==> src/rtl/bus_pkg.sv <==
// Shared definitions for the bus master: FSM states, responder register
// addresses and the byte-enable qualifier used when a command is latched.
package bus_pkg;

   typedef enum logic [1:0] {
      IDLE = 2'b00,
      ADDR = 2'b01,
      STB  = 2'b10,
      END  = 2'b11
   } state_e;

   localparam logic [15:0] REG_CSR_ADDR  = 16'o177662;
   localparam logic [15:0] REG_DATA_ADDR = 16'o177664;

   // Reads never drive byte enables onto the bus.
   function automatic logic [1:0] bus_wtbt_f(input logic we, input logic [1:0] wtbt);
      logic [1:0] res;
      if (we) begin
         res = wtbt;
      end else begin
         res = 2'b00;
      end
      return res;
   endfunction

endpackage

==> src/rtl/bus_master_if.sv <==
// Bus signals between the master and its responders; din is the wired-OR
// of all responder outputs and ack may be combinational from stb.
interface bus_master_if;

   logic [15:0] addr;
   logic [15:0] dout;
   logic [15:0] din;
   logic        sync;
   logic        we;
   logic [1:0]  wtbt;
   logic        stb;
   logic        ack;

   modport master (
      output addr, dout, sync, we, wtbt, stb,
      input  din, ack
   );

   modport slave (
      input  addr, dout, sync, we, wtbt, stb,
      output din, ack
   );

endinterface

==> src/rtl/bus_master.sv <==
// Single-transaction bus master: frames one command per IDLE-ADDR-STB-END
// sequence, abandoning it as an error after TIMEOUT unacknowledged strobes.
module bus_master
   import bus_pkg::*;
#(
   parameter int TIMEOUT = 64
) (
   input  logic        clk_sys,
   input  logic        reset,
   input  logic        cmd_valid,
   output logic        cmd_ready,
   input  logic [15:0] cmd_addr,
   input  logic        cmd_we,
   input  logic [1:0]  cmd_wtbt,
   input  logic [15:0] cmd_data,
   output logic        rsp_valid,
   output logic [15:0] rsp_data,
   output logic        rsp_err,
   bus_master_if.master bus
);

   localparam int CNT_W = $clog2(TIMEOUT + 1);
   localparam logic [CNT_W-1:0] CNT_ONE = CNT_W'(1);
   localparam logic [CNT_W-1:0] CNT_MAX = CNT_W'(TIMEOUT);

   state_e           state_r;
   state_e           state_s;
   logic             accept_s;
   logic             ack_hit_s;
   logic             timeout_s;
   logic [CNT_W-1:0] cnt_r;

   logic [15:0]      bus_addr_r;
   logic [15:0]      bus_dout_r;
   logic             bus_sync_r;
   logic             bus_we_r;
   logic [1:0]       bus_wtbt_r;
   logic             bus_stb_r;

   logic             rsp_valid_r;
   logic [15:0]      rsp_data_r;
   logic             rsp_err_r;

   // Ready is gated by reset so it is low for every cycle reset is held.
   assign cmd_ready = (state_r == IDLE) & ~reset;

   // Next-state decode; the first strobe cycle (count 1) never samples ack.
   always_comb begin
      state_s   = state_r;
      accept_s  = 1'b0;
      ack_hit_s = 1'b0;
      timeout_s = 1'b0;
      case (state_r)
         IDLE: begin
            if (cmd_valid) begin
               state_s  = ADDR;
               accept_s = 1'b1;
            end else begin
               state_s  = IDLE;
            end
         end
         ADDR: begin
            state_s = STB;
         end
         STB: begin
            ack_hit_s = bus.ack & (cnt_r != CNT_ONE);
            timeout_s = (cnt_r == CNT_MAX);
            if (ack_hit_s || timeout_s) begin
               state_s = END;
            end else begin
               state_s = STB;
            end
         end
         END: begin
            state_s = IDLE;
         end
         default: begin
            state_s = IDLE;
         end
      endcase
   end

   // State register and saturating strobe-cycle counter.
   always_ff @(posedge clk_sys) begin
      if (reset) begin
         state_r <= IDLE;
         cnt_r   <= '0;
      end else begin
         state_r <= state_s;
         if (state_s == STB) begin
            if (state_r != STB) begin
               cnt_r <= CNT_ONE;
            end else if (cnt_r == CNT_MAX) begin
               cnt_r <= cnt_r;
            end else begin
               cnt_r <= cnt_r + CNT_ONE;
            end
         end else begin
            cnt_r <= '0;
         end
      end
   end

   // Bus outputs are loaded straight from the command on accept and then
   // held, so they double as the command latch for the whole frame.
   always_ff @(posedge clk_sys) begin
      if (reset) begin
         bus_addr_r <= 16'h0000;
         bus_dout_r <= 16'h0000;
         bus_we_r   <= 1'b0;
         bus_wtbt_r <= 2'b00;
         bus_sync_r <= 1'b0;
         bus_stb_r  <= 1'b0;
      end else begin
         if (accept_s) begin
            bus_addr_r <= cmd_addr;
            bus_dout_r <= cmd_data;
            bus_we_r   <= cmd_we;
            bus_wtbt_r <= bus_wtbt_f(cmd_we, cmd_wtbt);
         end else if (state_s == IDLE) begin
            bus_addr_r <= 16'h0000;
            bus_dout_r <= 16'h0000;
            bus_we_r   <= 1'b0;
            bus_wtbt_r <= 2'b00;
         end else begin
            bus_addr_r <= bus_addr_r;
            bus_dout_r <= bus_dout_r;
            bus_we_r   <= bus_we_r;
            bus_wtbt_r <= bus_wtbt_r;
         end
         bus_sync_r <= (state_s != IDLE);
         bus_stb_r  <= (state_s == STB);
      end
   end

   // Response is presented only during END; ack takes priority over timeout.
   always_ff @(posedge clk_sys) begin
      if (reset) begin
         rsp_valid_r <= 1'b0;
         rsp_err_r   <= 1'b0;
         rsp_data_r  <= 16'h0000;
      end else if ((state_r == STB) && (state_s == END)) begin
         rsp_valid_r <= 1'b1;
         rsp_err_r   <= ~ack_hit_s;
         if (ack_hit_s && !bus_we_r) begin
            rsp_data_r <= bus.din;
         end else begin
            rsp_data_r <= 16'h0000;
         end
      end else begin
         rsp_valid_r <= 1'b0;
         rsp_err_r   <= 1'b0;
         rsp_data_r  <= 16'h0000;
      end
   end

   assign bus.addr  = bus_addr_r;
   assign bus.dout  = bus_dout_r;
   assign bus.sync  = bus_sync_r;
   assign bus.we    = bus_we_r;
   assign bus.wtbt  = bus_wtbt_r;
   assign bus.stb   = bus_stb_r;

   assign rsp_valid = rsp_valid_r;
   assign rsp_data  = rsp_data_r;
   assign rsp_err   = rsp_err_r;

endmodule

==> src/flat_wrapper.sv <==
// flat-port wrapper written by rule: the top's interface ports become plain ports
module bus_master_flat import bus_pkg::*;
#(
   parameter int TIMEOUT = 64
)
  (clk_sys, reset, cmd_valid, cmd_ready, cmd_addr, cmd_we, cmd_wtbt, cmd_data, rsp_valid, rsp_data, rsp_err, bus_addr, bus_dout, bus_sync, bus_we, bus_wtbt, bus_stb, bus_din, bus_ack);
  bus_master_if bus_i ();
  input  logic clk_sys;
  input  logic reset;
  input  logic cmd_valid;
  output logic cmd_ready;
  input  logic [15:0] cmd_addr;
  input  logic cmd_we;
  input  logic [1:0] cmd_wtbt;
  input  logic [15:0] cmd_data;
  output logic rsp_valid;
  output logic [15:0] rsp_data;
  output logic rsp_err;
  output wire logic [$bits(bus_i.addr)-1:0] bus_addr;
  output wire logic [$bits(bus_i.dout)-1:0] bus_dout;
  output wire logic [$bits(bus_i.sync)-1:0] bus_sync;
  output wire logic [$bits(bus_i.we)-1:0] bus_we;
  output wire logic [$bits(bus_i.wtbt)-1:0] bus_wtbt;
  output wire logic [$bits(bus_i.stb)-1:0] bus_stb;
  input wire logic [$bits(bus_i.din)-1:0] bus_din;
  input wire logic [$bits(bus_i.ack)-1:0] bus_ack;
  assign bus_addr = bus_i.addr;
  assign bus_dout = bus_i.dout;
  assign bus_sync = bus_i.sync;
  assign bus_we = bus_i.we;
  assign bus_wtbt = bus_i.wtbt;
  assign bus_stb = bus_i.stb;
  assign bus_i.din = bus_din;
  assign bus_i.ack = bus_ack;
  bus_master #(.TIMEOUT(TIMEOUT)) u_core (.clk_sys(clk_sys), .reset(reset), .cmd_valid(cmd_valid), .cmd_ready(cmd_ready), .cmd_addr(cmd_addr), .cmd_we(cmd_we), .cmd_wtbt(cmd_wtbt), .cmd_data(cmd_data), .rsp_valid(rsp_valid), .rsp_data(rsp_data), .rsp_err(rsp_err), .bus(bus_i));
endmodule
==> config.mk <==
export PLATFORM = sky130hd
export DESIGN_NAME = bus_master_flat
export DESIGN_NICKNAME = d
export VERILOG_FILES = /design/src/rtl/bus_pkg.sv /design/src/rtl/bus_master_if.sv /design/src/rtl/bus_master.sv /design/src/flat_wrapper.sv
export SDC_FILE = /design/constraint.sdc
export NUM_CORES = 1
export LEC_CHECK = 0
export ABC_CLOCK_PERIOD_IN_PS = 2200
export CAP_MARGIN = 5
export CORE_MARGIN = 2
export CORE_UTILIZATION = 41
export DETAILED_ROUTE_END_ITERATION = 12
export MAX_ROUTING_LAYER = met4
export PLACE_DENSITY = 0.8
export RECOVER_POWER = 50
export SYNTH_ARGS = -nofsm -noshare
export SYNTH_HDL_FRONTEND = slang
export SYNTH_SLANG_ARGS = --single-unit
==> constraint.sdc <==
create_clock -name clk_sys -period 2.2 [get_ports clk_sys]
set_clock_uncertainty 0.1 [all_clocks]
set_input_delay 0.22 -clock clk_sys [delete_from_list [all_inputs] [get_ports clk_sys]]
set_output_delay 0.22 -clock clk_sys [all_outputs]
set_load 0.02 [all_outputs]
==> results.toml, run 1 <==
[outcome]
status = "finished, final reports clean"

[global_routing]
grt_pass1_vias = 1986
grt_pass1_wl_um = 9266
antenna_found_initial = 0
grt_max_degree = 41
grt.total_usage = 0.1916
globalRouteOverflowTotal = 0

[die]
fp.dieH_um = 80.79
die_w_um = 80.79
coreArea_um2 = 5608
die_area_um2 = 6526
rows = 27
pin_count = 111
start_util = 0.4311

[clocking]
cts.htree.levels = 3
path_clk_slew_ns = 0.06
cts_tree = "built"
cts_sinks = 64
cts_inserted_buffers = 9
clockBufferDepth = 2
insertion_delay_ns = 0.32
cts_root_buf = "clkbuf_8"

[min_path]
holdCritPathClass = "in -> reg"

[sta]
grt_setup_unrepaired = "false"
holdWs_ns = 0.3531
period_share = 0.9622
slew_viol_final = 0
tightest_slew_ns = 0.4333
min_period_ns = 2.117
relSlewSlack = 0.7111
hold_viol_final = 0
tns_ns = 0
fmax_mhz = 472.4
setup_viol = 0

[worst_setup_path]
cp.required_ns = 2.32
crit_chain = "or4_4 -> o31ai_4 -> buf_4 -> a31oi_4 -> buf_12 -> a31o_1"
cp.arrival_ns = 2.23
endpoint_kind = "flop"
path_max_fanout = 16
slowest_stage = "or4_4"
start_kind = "flop"
cp_num_buf_inv = 2
crit_type = "reg -> reg"
cp_slowest_stage_delay_ns = 0.57
cp_top_family = "compound AO/OA/AOI/OAI gates"

[finish]
nets = 396
final_area_um2 = 3864
nFillCells = 442
drive_gt1_frac = 0.1059
syn2layout_area_growth_pct = 59.83
antennaDiodeCount = 0

[synthesis]
async_flop_share = 0
synthFlopType = "dfxtp_1"
yosysSeqAreaShare = 0.5300
yosysUniqueCellTypes = 34
synth_area_per_cell_um2 = 11.09
synth_nets = 279
synth_warnings = 0
mappedNetlistArea_um2 = 2417
yosys_register_bits = 64
synth_edf_count = 0
postSynthCellCount = 218

[drt]
wl_per_cell_um = 14.54
drtIter0Drc = 63
post-route-drc-count = 0
drtPass1Iterations = 4
viasPerCell = 4.990
vias = 2056
wl_um = 5992
postRouteAntennaNets = 0

[power]
powerDensity_nw_per_um2 = 768.1
ir_drop_mv = 0.4563
finalPower_mw = 2.968
p_leak_nw = 1.594

[placement]
dpl.hpwl_um = 4097
io_buffer_count = 110
place_congestion = 0.7551
post_dp_cell_area_um2 = 3588

[job]
max_cap_violations = 0
worst reg2reg max path: stages, from the launching register on:
cell,delay (ns)
dfxtp_1,0.36
or4_4,0.57
o31ai_4,0.26
buf_4,0.21
a31oi_4,0.12
buf_12,0.19
a31o_1,0.21
final timing paths:
kind / startpoint / to / slack (ns) / cells past startpoint
max: u_core.cnt_r[2] / u_core.bus.dout[1] / 0.08 / 6
min: bus_din[1] / u_core.rsp_data[1] / 0.35 / 2
max reg2reg: u_core.cnt_r[2] / u_core.bus.dout[1] / 0.08 / 6
min reg2reg: u_core.bus.dout[8] / u_core.bus.dout[8] / 0.37 / 1
cell usage after synthesis (2+ instances only):
master	instances	area, µm²
inv_1	6	22.52
xnor2_1	4	35.03
nor3_1	2	10.01
nand2_1	3	11.26
buf_6	3	33.78
a31o_1	29	254.0
dfxtp_1	64	1281
nand2b_1	3	18.77
ha_1	6	75.07
a32o_1	2	20.02
nor4_1	3	18.77
a31o_2	4	35.03
and2_1	16	100.1
nor3b_1	34	255.2
nand3_1	3	15.01
clkbuf_1	10	37.54
mux2i_1	2	20.02
xor2_1	2	17.52
nor2_1	7	26.28
what timing repair did:
| action | in CTS | in global routing |
|---|---|---|
| endpoints found under the hold margin | 0 | 0 |
| hold buffers | 0 | 0 |
| endpoints found under the setup margin | 35 | 36 |
| setup buffers | 2 | 2 |
| pin swaps | 2 | 2 |
| cloned | 1 | 0 |
| gates resized for setup | 1 | 0 |
power by group:
part | internal (mW) | switching, mW
registers | 1.23 | 0.0340
clock network | 0.583 | 0.409
logic | 0.343 | 0.366
area by class of cell:
| type | instances | area [µm²] | area share |
|---|---|---|---|
| clock inverter | 3 | 40.04 | 0.01036 |
| multi-input combinational | 134 | 1057 | 0.2736 |
| sequential | 64 | 1281 | 0.3316 |
| tap | 72 | 90.09 | 0.02332 |
| timing repair buffer | 120 | 1214 | 0.3141 |
| clock buffer | 13 | 158.9 | 0.04113 |
| inverter | 6 | 22.52 | 0.005829 |
registers in the layout, summed over array words and instances, names as in the netlist:
name and count:
u_core.bus.addr 16, u_core.bus.dout 16, u_core.bus.stb 1, u_core.bus.sync 1, u_core.bus.we 1, u_core.bus.wtbt 2, u_core.cnt_r 7, u_core.rsp_data 16
u_core.rsp_err 1, u_core.rsp_valid 1, u_core.state_r 2
layer usage:
layer	up-vias	routed length [µm]	track usage
met4	0	70	0.07966
met3	8	545	0.06444
li1	1013	-	-
met1	948	2597	0.2268
met5	-	0	-
met2	87	2779	0.3000
per-stage QoR:
stage,utilization,instances,setup WS [ns]
floorplan,-,218,0.2657
global placement,0.6399,391,-0.006166
detailed placement,0.6399,391,-0.06290
CTS,0.6841,410,0.01906
global route,0.6890,412,0.02913
finish,0.6890,412,0.08325
layout by cell type, fill, tap and decap left out, drive strengths merged, types with 4 or more instances in the layout:
cell type / instances
dlygate4sd3: 55
inv: 6
nor2: 7
ha: 6
clkdlybuf4s50: 55
xnor2: 4
buf: 10
nor3b: 34
a31o: 33
clkbuf: 13
and2: 16
dfxtp: 64
cell families (layout without fill, tap and decap cells):
| family | count (synthesis) | in the layout | share of synthesized area |
|---|---|---|---|
| simple gates | 76 | 76 | 0.2039 |
| flops | 64 | 64 | 0.5300 |
| compound gates | 43 | 44 | 0.1625 |
| buf+inv | 21 | 142 | 0.04244 |
| fa+ha+maj | 6 | 6 | 0.03106 |
| xor+xnor | 6 | 6 | 0.02174 |
| mux | 2 | 2 | 0.008282 |
No activity file was read; power rests on OpenSTA's default activity.
==> run 2: changes to the inputs <==
--- a/config.mk
+++ b/config.mk
@@ -5,13 +5,13 @@
 export SDC_FILE = /design/constraint.sdc
 export NUM_CORES = 1
 export LEC_CHECK = 0
-export ABC_CLOCK_PERIOD_IN_PS = 2200
+export ABC_CLOCK_PERIOD_IN_PS = 2450
 export CAP_MARGIN = 5
 export CORE_MARGIN = 2
-export CORE_UTILIZATION = 41
+export CORE_UTILIZATION = 43
 export DETAILED_ROUTE_END_ITERATION = 12
 export MAX_ROUTING_LAYER = met4
-export PLACE_DENSITY = 0.8
+export PLACE_DENSITY = 0.83
 export RECOVER_POWER = 50
 export SYNTH_ARGS = -nofsm -noshare
 export SYNTH_HDL_FRONTEND = slang
==> constraint.sdc (replaced) <==
create_clock -name clk_sys -period 2.45 [get_ports clk_sys]
set_clock_uncertainty 0.1 [all_clocks]
set_input_delay 0.245 -clock clk_sys [delete_from_list [all_inputs] [get_ports clk_sys]]
set_output_delay 0.245 -clock clk_sys [all_outputs]
set_load 0.02 [all_outputs]
==> results.toml, run 2 (synthesized netlist as in run 1, its figures left out) <==
[sta]
slew_viol_final = 0
relSlewSlack = 0.6171
fmax_mhz = 446.7
period_share = 0.9138
setup_viol = 0
holdWs_ns = 0.3722
tns_ns = 0
hold_viol_final = 0
min_period_ns = 2.239
grt_setup_unrepaired = "false"
tightest_slew_ns = 0.5743

[global_routing]
grt_pass1_wl_um = 8832
globalRouteOverflowTotal = 0
grt_pass1_vias = 1980
grt_max_degree = 37
antenna_found_initial = 0
grt.total_usage = 0.1879

[worst_setup_path]
crit_chain = "or4_1 -> o31ai_4 -> a31oi_4 -> a32o_1"
cp_top_family = "compound AO/OA/AOI/OAI gates"
start_kind = "flop"
path_max_fanout = 18
endpoint_kind = "flop"
cp_slowest_stage_delay_ns = 0.59
crit_type = "reg -> reg"
slowest_stage = "or4_1"
cp_num_buf_inv = 0
cp.arrival_ns = 2.36
cp.required_ns = 2.57

[drt]
postRouteAntennaNets = 0
drtIter0Drc = 61
wl_per_cell_um = 14.39
drtPass1Iterations = 4
viasPerCell = 5.015
vias = 2031
post-route-drc-count = 0
wl_um = 5827

[die]
coreArea_um2 = 5473
rows = 27
start_util = 0.4417
pin_count = 111
die_w_um = 78.98
fp.dieH_um = 78.98
die_area_um2 = 6237

[outcome]
status = "finished, final reports clean"

[placement]
place_congestion = 0.7459
io_buffer_count = 110
dpl.hpwl_um = 3955

[clocking]
insertion_delay_ns = 0.33
clockBufferDepth = 2
postCtsHoldBufs = 0
cts.htree.levels = 3
cts_root_buf = "clkbuf_8"
path_clk_slew_ns = 0.06
cts_inserted_buffers = 9
cts_tree = "built"
cts_sinks = 64

[finish]
final_common_cell = "dfxtp_1"
nFillCells = 441
antennaDiodeCount = 0
utilization = 0.6895
nets = 390
multi_input_area_um2 = 1054
drive_gt1_frac = 0.08408
syn2layout_area_growth_pct = 56.11
final_cell_mix = "64 x dfxtp_1, 55 x clkdlybuf4s50_1, 55 x dlygate4sd3_1"
seqCellArea_um2 = 1281

[min_path]
holdCritPathClass = "in -> reg"

[job]
max_cap_violations = 0

[power]
finalPower_mw = 2.576
powerDensity_nw_per_um2 = 682.7
p_leak_nw = 1.550
ir_drop_mv = 0.4227
## run 2: changes by cell type in the layout (fill, tap and decap cells not counted), sizes merged
cell	previous run	this run
clkbuf	13	12
clkinv	2	3
buf	10	3
## run 2: stage by stage
| stage | std cells | worst slack [ns] | area [µm²] |
|---|---|---|---|
| floorplan | 218 | 0.5157 | 2417 |
| global placement | 389 | 0.1432 | 3573 |
| detailed placement | 389 | 0.08985 | 3573 |
| CTS | 404 | 0.1080 | 3760 |
| global route | 405 | 0.1092 | 3774 |
| finish | 405 | 0.2113 | 3774 |
## run 2: path summary, 6_finish.rpt
check / from / to / slack (ns) / cells after the start
setup reg to reg: u_core.cnt_r[2] / u_core.bus.wtbt[1] / 0.21 / 4
hold / removal: bus_din[13] / u_core.rsp_data[13] / 0.37 / 2
hold reg to reg: u_core.bus.dout[0] / u_core.bus.dout[0] / 0.37 / 1
setup / recovery: u_core.cnt_r[2] / u_core.bus.wtbt[1] / 0.21 / 4
## run 2: report_power, final
group          total, mW  leakage, nW  internal [mW]  switching (mW)
registers           1.14        0.521           1.11          0.0311
logic              0.583        0.930          0.268           0.315
clock network      0.855       0.0989          0.487           0.368
total               2.58         1.55           1.86           0.714
## run 2: what timing repair did
item / 4_1_cts / 5_1_grt
hold endpoints to repair: 0 / 0
setup endpoints to repair: 0 / 33
gates resized for setup: 0 / 1
buffers inserted: 0 / 0
## run 2: layer usage
metal | track usage | vias up | routed length, µm
met1 | 0.2138 | 933 | 2545
li1 | - | 1006 | -
met2 | 0.2856 | 84 | 2679
met5 | - | - | 0
met3 | 0.07841 | 8 | 503
met4 | 0.09310 | 0 | 99
## run 2: final cells by class
type	count	area share
multi-input combinational	134	0.2792
clock buffer	11	0.03747
timing repair buffer	114	0.3021
sequential	64	0.3395
inverter	6	0.005968
clock inverter	4	0.01194
tap	72	0.02387
